==> config.mk <==
export PLATFORM = sky130hd
export DESIGN_NAME = scan_sequencer
export DESIGN_NICKNAME = d
export VERILOG_FILES = /design/src/rtl/scan_pkg.sv /design/src/rtl/scan_sequencer_tick_gen.sv /design/src/rtl/scan_sequencer.sv
export SDC_FILE = /design/constraint.sdc
export NUM_CORES = 1
export LEC_CHECK = 0
export CAP_MARGIN = 20
export CORE_MARGIN = 4
export CORE_UTILIZATION = 50
export CTS_CLUSTER_DIAMETER = 60
export DETAILED_ROUTE_END_ITERATION = 7
export GPL_ROUTABILITY_DRIVEN = 0
export PLACE_DENSITY = 0.72
export SLEW_MARGIN = 20
export SYNTH_ARGS = -nofsm -noshare
export SYNTH_HDL_FRONTEND = slang
export SYNTH_SLANG_ARGS = --single-unit
==> constraint.sdc <==
create_clock -name clk -period 1.72 [get_ports clk]
set_clock_uncertainty 0.15 [all_clocks]
set_input_delay 0.344 -clock clk [delete_from_list [all_inputs] [get_ports clk]]
set_output_delay 0.344 -clock clk [all_outputs]
set_load 0.05 [all_outputs]
==> src/rtl/scan_pkg.sv <==
// Shared constants for the decoder scan sequencer: code width, mode encodings,
// sweep direction and a range clamp used when loading a code.
package scan_pkg;

    localparam int SEL_W = 3;

    localparam logic [1:0] MODE_UP       = 2'b00;
    localparam logic [1:0] MODE_DOWN     = 2'b01;
    localparam logic [1:0] MODE_PINGPONG = 2'b10;
    localparam logic [1:0] MODE_HOLD     = 2'b11;

    typedef enum logic {
        DIR_UP   = 1'b0,
        DIR_DOWN = 1'b1
    } dir_e;

    // Compared one bit wider so the test stays meaningful even when max_code is the full range.
    function automatic logic [SEL_W-1:0] clamp_code(input logic [SEL_W-1:0] v, input int max_code);
        return ({1'b0, v} > (SEL_W+1)'(max_code)) ? SEL_W'(max_code) : v;
    endfunction

endpackage

==> src/rtl/scan_sequencer_tick_gen.sv <==
// Enable-gated prescaler: emits a one-cycle tick every PRESCALE enabled cycles.
// clr restarts the count at 0 and wins over en.
module tick_gen
#(
    parameter int PRESCALE = 4,
    parameter int PS_W     = 16
)
(
    input  logic clk,
    input  logic rst_n,
    input  logic en,
    input  logic clr,
    output logic tick
);

    localparam logic [PS_W-1:0] LAST = PS_W'(PRESCALE - 1);

    logic [PS_W-1:0] count_q;
    logic [PS_W-1:0] count_d;

    always_comb begin
        count_d = count_q;
        tick    = 1'b0;
        if (clr) begin
            count_d = '0;
        end else if (en) begin
            if (count_q >= LAST) begin
                tick    = 1'b1;
                count_d = '0;
            end else begin
                count_d = count_q + PS_W'(1);
            end
        end
    end

    always_ff @(posedge clk or negedge rst_n) begin
        if (!rst_n) begin
            count_q <= '0;
        end else begin
            count_q <= count_d;
        end
    end

endmodule

==> src/rtl/scan_sequencer.sv <==
// Drives the 3-to-8 decoder select code, stepping up, down, ping-pong or holding
// at the prescaled rate, with step/wrap pulses aligned to the first cycle of each new code.
module scan_sequencer
    import scan_pkg::*;
#(
    parameter int PRESCALE = 4,
    parameter int PS_W     = 16,
    parameter int MAX_CODE = 7
)
(
    input  logic             clk,
    input  logic             rst_n,
    input  logic             en,
    input  logic [1:0]       mode,
    input  logic             load,
    input  logic [SEL_W-1:0] load_val,
    output logic [SEL_W-1:0] sel,
    output logic             step,
    output logic             wrap
);

    localparam logic [SEL_W-1:0] MAX = SEL_W'(MAX_CODE);

    logic             tick;
    logic [SEL_W-1:0] sel_q, sel_d;
    dir_e             dir_q, dir_d;
    logic             step_q, step_d;
    logic             wrap_q, wrap_d;
    logic             out_of_range;

    tick_gen #(
        .PRESCALE (PRESCALE),
        .PS_W     (PS_W)
    ) u_tick_gen (
        .clk   (clk),
        .rst_n (rst_n),
        .en    (en),
        .clr   (load),
        .tick  (tick)
    );

    assign out_of_range = ({1'b0, sel_q} > (SEL_W+1)'(MAX_CODE));

    always_comb begin
        sel_d  = sel_q;
        dir_d  = dir_q;
        step_d = 1'b0;
        wrap_d = 1'b0;

        // Fixed-direction modes pin dir every cycle; ping-pong and hold keep it.
        if (mode == MODE_UP) begin
            dir_d = DIR_UP;
        end else if (mode == MODE_DOWN) begin
            dir_d = DIR_DOWN;
        end

        if (load) begin
            sel_d = clamp_code(load_val, MAX_CODE);
            if (mode == MODE_PINGPONG) begin
                dir_d = (sel_d == MAX) ? DIR_DOWN : DIR_UP;
            end
        end else if (tick) begin
            if (out_of_range) begin
                sel_d  = '0;
                dir_d  = DIR_UP;
                step_d = 1'b1;
            end else begin
                case (mode)
                    MODE_UP: begin
                        step_d = 1'b1;
                        if (sel_q == MAX) begin
                            sel_d  = '0;
                            wrap_d = 1'b1;
                        end else begin
                            sel_d = sel_q + SEL_W'(1);
                        end
                    end
                    MODE_DOWN: begin
                        step_d = 1'b1;
                        if (sel_q == '0) begin
                            sel_d  = MAX;
                            wrap_d = 1'b1;
                        end else begin
                            sel_d = sel_q - SEL_W'(1);
                        end
                    end
                    MODE_PINGPONG: begin
                        step_d = 1'b1;
                        // Turn at the endpoints so neither end is shown twice in a row.
                        if (dir_q == DIR_UP) begin
                            if (sel_q == MAX) begin
                                dir_d  = DIR_DOWN;
                                sel_d  = MAX - SEL_W'(1);
                                wrap_d = 1'b1;
                            end else begin
                                sel_d = sel_q + SEL_W'(1);
                            end
                        end else begin
                            if (sel_q == '0) begin
                                dir_d  = DIR_UP;
                                sel_d  = SEL_W'(1);
                                wrap_d = 1'b1;
                            end else begin
                                sel_d = sel_q - SEL_W'(1);
                            end
                        end
                    end
                    default: begin
                        sel_d = sel_q;
                    end
                endcase
            end
        end
    end

    always_ff @(posedge clk or negedge rst_n) begin
        if (!rst_n) begin
            sel_q  <= '0;
            dir_q  <= DIR_UP;
            step_q <= 1'b0;
            wrap_q <= 1'b0;
        end else begin
            sel_q  <= sel_d;
            dir_q  <= dir_d;
            step_q <= step_d;
            wrap_q <= wrap_d;
        end
    end

    assign sel  = sel_q;
    assign step = step_q;
    assign wrap = wrap_q;

endmodule

==> flow_results.org, run 1 <==
** Clocking
- In this run, post-CTS hold repair placed 0 buffers.
- Clock latency on the worst-skew pair, taken at its later pin, is 310 ps.
- Number of buffers added by the clock tree synthesis step :: 3
- Clk Tree Root Cell :: clkbuf_4
- TritonCTS clock tree :: done
- In this run the number of H-tree levels came out at 1.
- Clock-pin slew was measured on the worst setup and hold paths at 130 ps.
- Sinks on Clock Net :: 22
- The clock passes through at most 2 buffers.

** Global routing
- The first global-routing pass estimated 5.30 mm of wire.
- Global route overflow :: 0
- GR Util All Layers :: 19.5%
- Entering global routing, the biggest net connects 23 pins.
- The via count of the first global-routing pass was 1172.
- The initial antenna violation count came to 0.

** Worst setup path
- Internal reg-to-reg setup slack :: -120 ps
- The worst setup path is of the flop to flop kind.
- Data arrival, critical path :: 1900 ps
- For the worst setup path, the data required time is 1770 ps.
- Of all nets on the critical path, the largest fanout is 3.
- STA classifies the critical path endpoint as a flop.
- Startpoint types :: flop

** STA
- Setup violations remaining at the end of the flow were counted as 14.
- Setup repair after global routing missed its margin :: yes
- At the pin with the least slew margin, the transition time is 327 ps.
- Final hold viol count :: 0
- Worst slew margin relative to its limit :: 78.1%
- For the final routed database, the setup TNS stands at -742 ps.
- The worst path in the final design needs a cycle of 1840 ps, including I/O delays and setup.
- Number of max-slew violations in the final report :: 0
- Across all setup checks in the final design, the least slack found is -124 ps.
- Period Utilization, post-route :: 107%
- Fmax achieved :: 542 MHz

** Outcome
- The final reports fail on negative setup slack.
- Run status :: complete, but fails checks

** Floorplanning
- The floorplan has 18 rows.
- Die Footprint :: 3620 sq um
- Starting utilization of the core area :: 53.4%
- Chip Height :: 60.1 um
- The floorplan step set the die width to 60.1 um.
- Core area :: 2540 sq um
- Number of top-level design ports :: 14

** Synth
- Flip-flop cell with the highest count after synthesis :: dfrtp_1
- For this run, the number of Yosys warnings is 0.
- Yosys mapped a number of flops with a built-in enable equal to 0.
- Number of instances in the synthesized netlist :: 147
- dfrtp_1 is the most common cell in the netlist.
- Of all cell types, the one taking the most synthesized area is dfrtp_1.
- Synthesized area :: 1360 sq um
- Syn nets :: 166
- The synthesized design contains 22 register bits.
- Summed over its instances, the top area cell type makes up 40.5% of the synthesized netlist area.
- Count of unique library cells instantiated by Yosys :: 40
- By count the netlist is led by dfrtp_1, nor2_1, a21oi_1, ha_1.
- For this run, asynchronously set or reset flops after synthesis account for 100%.
- Synthesized area divided by synthesized cell count :: 9.24 sq um
- Summing the sequential cell areas from Yosys gives 40.5% of the chip area.
- Yosys attributes the largest share of cell area to dfrtp_1, ha_1, nor2_1.

** Place
- Once detailed placement completed, the half-perimeter wirelength came to 2.40 mm.
- Prior to clock tree synthesis, the placed netlist has a worst setup slack of -423 ps.
- Number of port buffers :: 13

** Min path
- The worst hold path belongs to the class primary input to async pin.

** Pwr
- IR analysis of the VDD net gives a maximum drop of 0.819 mV.
- The completed layout was analyzed and its total power is 1.59 mW.
- Leakage Power :: 0.880 nW
- Power spread over the standard cell area amounts to 856 nW/um^2.

** Final layout
- Layout overhead on the synthesized area :: 36.9%
- In the final layout, the share of cells above drive strength 1 is 32.2%.
- After the last flow step, the layout net total stands at 203.
- The number of antenna diodes in the final layout is 0.

** Route
- Once detail routing completed, the nets flagged for antenna violations numbered 0.
- Detailed route wirelength on metal2 :: 1.64 mm
- Sum of routed wire length over all layers :: 3.31 mm
- Total via count after detailed routing :: 1223
- The first routing iteration left 60 violations.
- Routed wl met3 :: 156 um
- Post-route DRC :: 0
- Highest layer used for signal routing :: met4
- Wire length the detailed router placed on met1 :: 1.49 mm
- Using the TritonRoute via totals, the vias-per-cell ratio works out to 5.74.
- TritonRoute pass-1 iters :: 4
- Routed wire length per instance :: 15.5 um

** Run
- Across the run, the number of max-cap violations was 0.
-- layout by cell type (no fill, tap or decap), types with 5 or more instances in the layout --
cell type	count
a21oi_1	9
buf_4	27
clkdlybuf4s50_1	8
dfrtp_1	20
ha_1	7
inv_1	8
nand2_1	6
nor2_1	15
nor2_2	5
o21ai_0	6
-- worst paths after layout --
path,startpoint,end,cells after the start
max,u_tick_gen.count_q[10],dir_q,5
min,rst_n,sel[2],2
max in group asynchronous,rst_n,sel[1],2
min reg2reg,u_tick_gen.count_q[12],u_tick_gen.count_q[12],1
min in group clk,u_tick_gen.count_q[12],u_tick_gen.count_q[12],1
max reg2reg,u_tick_gen.count_q[10],dir_q,5
-- registers in the layout, summed over array words and instances (netlist names) --
name,flops
dir_q,1
sel,3
step,1
u_tick_gen.count_q,16
wrap,1
-- area by class of cell --
cell class	count	area, sq um
clock buffer	3	22.5
clock inverter	1	30.0
fill	199	684
inverter	9	33.8
multi-input combinational	110	841
sequential	22	553
tap	30	37.5
timing repair buffer	38	343
-- per-layer routing --
| metal | vias to the layer above | GRT usage, % |
|---|---|---|
| met5 | - | 0 |
| met4 | 0 | 3.80 |
| met3 | 6 | 2.59 |
| met2 | 33 | 32.6 |
| met1 | 593 | 27.1 |
| li1 | 591 | - |
-- critical path: stages, from the launching register on --
cell     delay [ps]
dfrtp_1         430
nor4_4          350
nor4b_4         270
and3_4          240
nor3b_2          50
a311o_1         260
-- timing repair --
action | in CTS | in global routing
endpoints found under the setup margin | 19 | 19
hold endpoints to repair | 0 | 0
setup buffers | 1 | 0
pin swaps | 4 | 4
gates resized for setup | 9 | 17
-- kinds of logic (layout without fill, tap and decap cells) --
family,Yosys count,after routing,share of synthesized area [%]
and+or+nand+nor,62,62,26.2
AOI/OAI and AO/OA,30,30,13.0
DFF,22,22,40.5
buffers and inverters,15,51,5.71
adders and majority gates,10,10,9.21
xor gates and xnor gates,6,6,3.87
muxes,2,2,1.47
-- report_power, final --
part	internal [mW]	leakage [nW]	switching (mW)
combinational	0.287	0.557	0.306
clock	0.235	0.0279	0.159
sequential	0.553	0.296	0.0519
total	1.08	0.880	0.517
-- metrics by stage --
step	instance area [sq um]	std cells	util, %	hold slack [ps]
final	1860	213	73.1	212
after global routing	1860	213	73.1	242
after detailed placement	1700	209	67.0	346
after floorplan	1370	147	-	-102
after CTS	1800	213	70.7	224
after global placement	1700	209	67.0	346
(Power assumes the default switching activity.)
==> run 2: changes to the inputs <==
Settings changed: CAP_MARGIN 20 to 25.
==> results of run 2 <==
Final layout, timing and power as in run 1 (identical DEF).
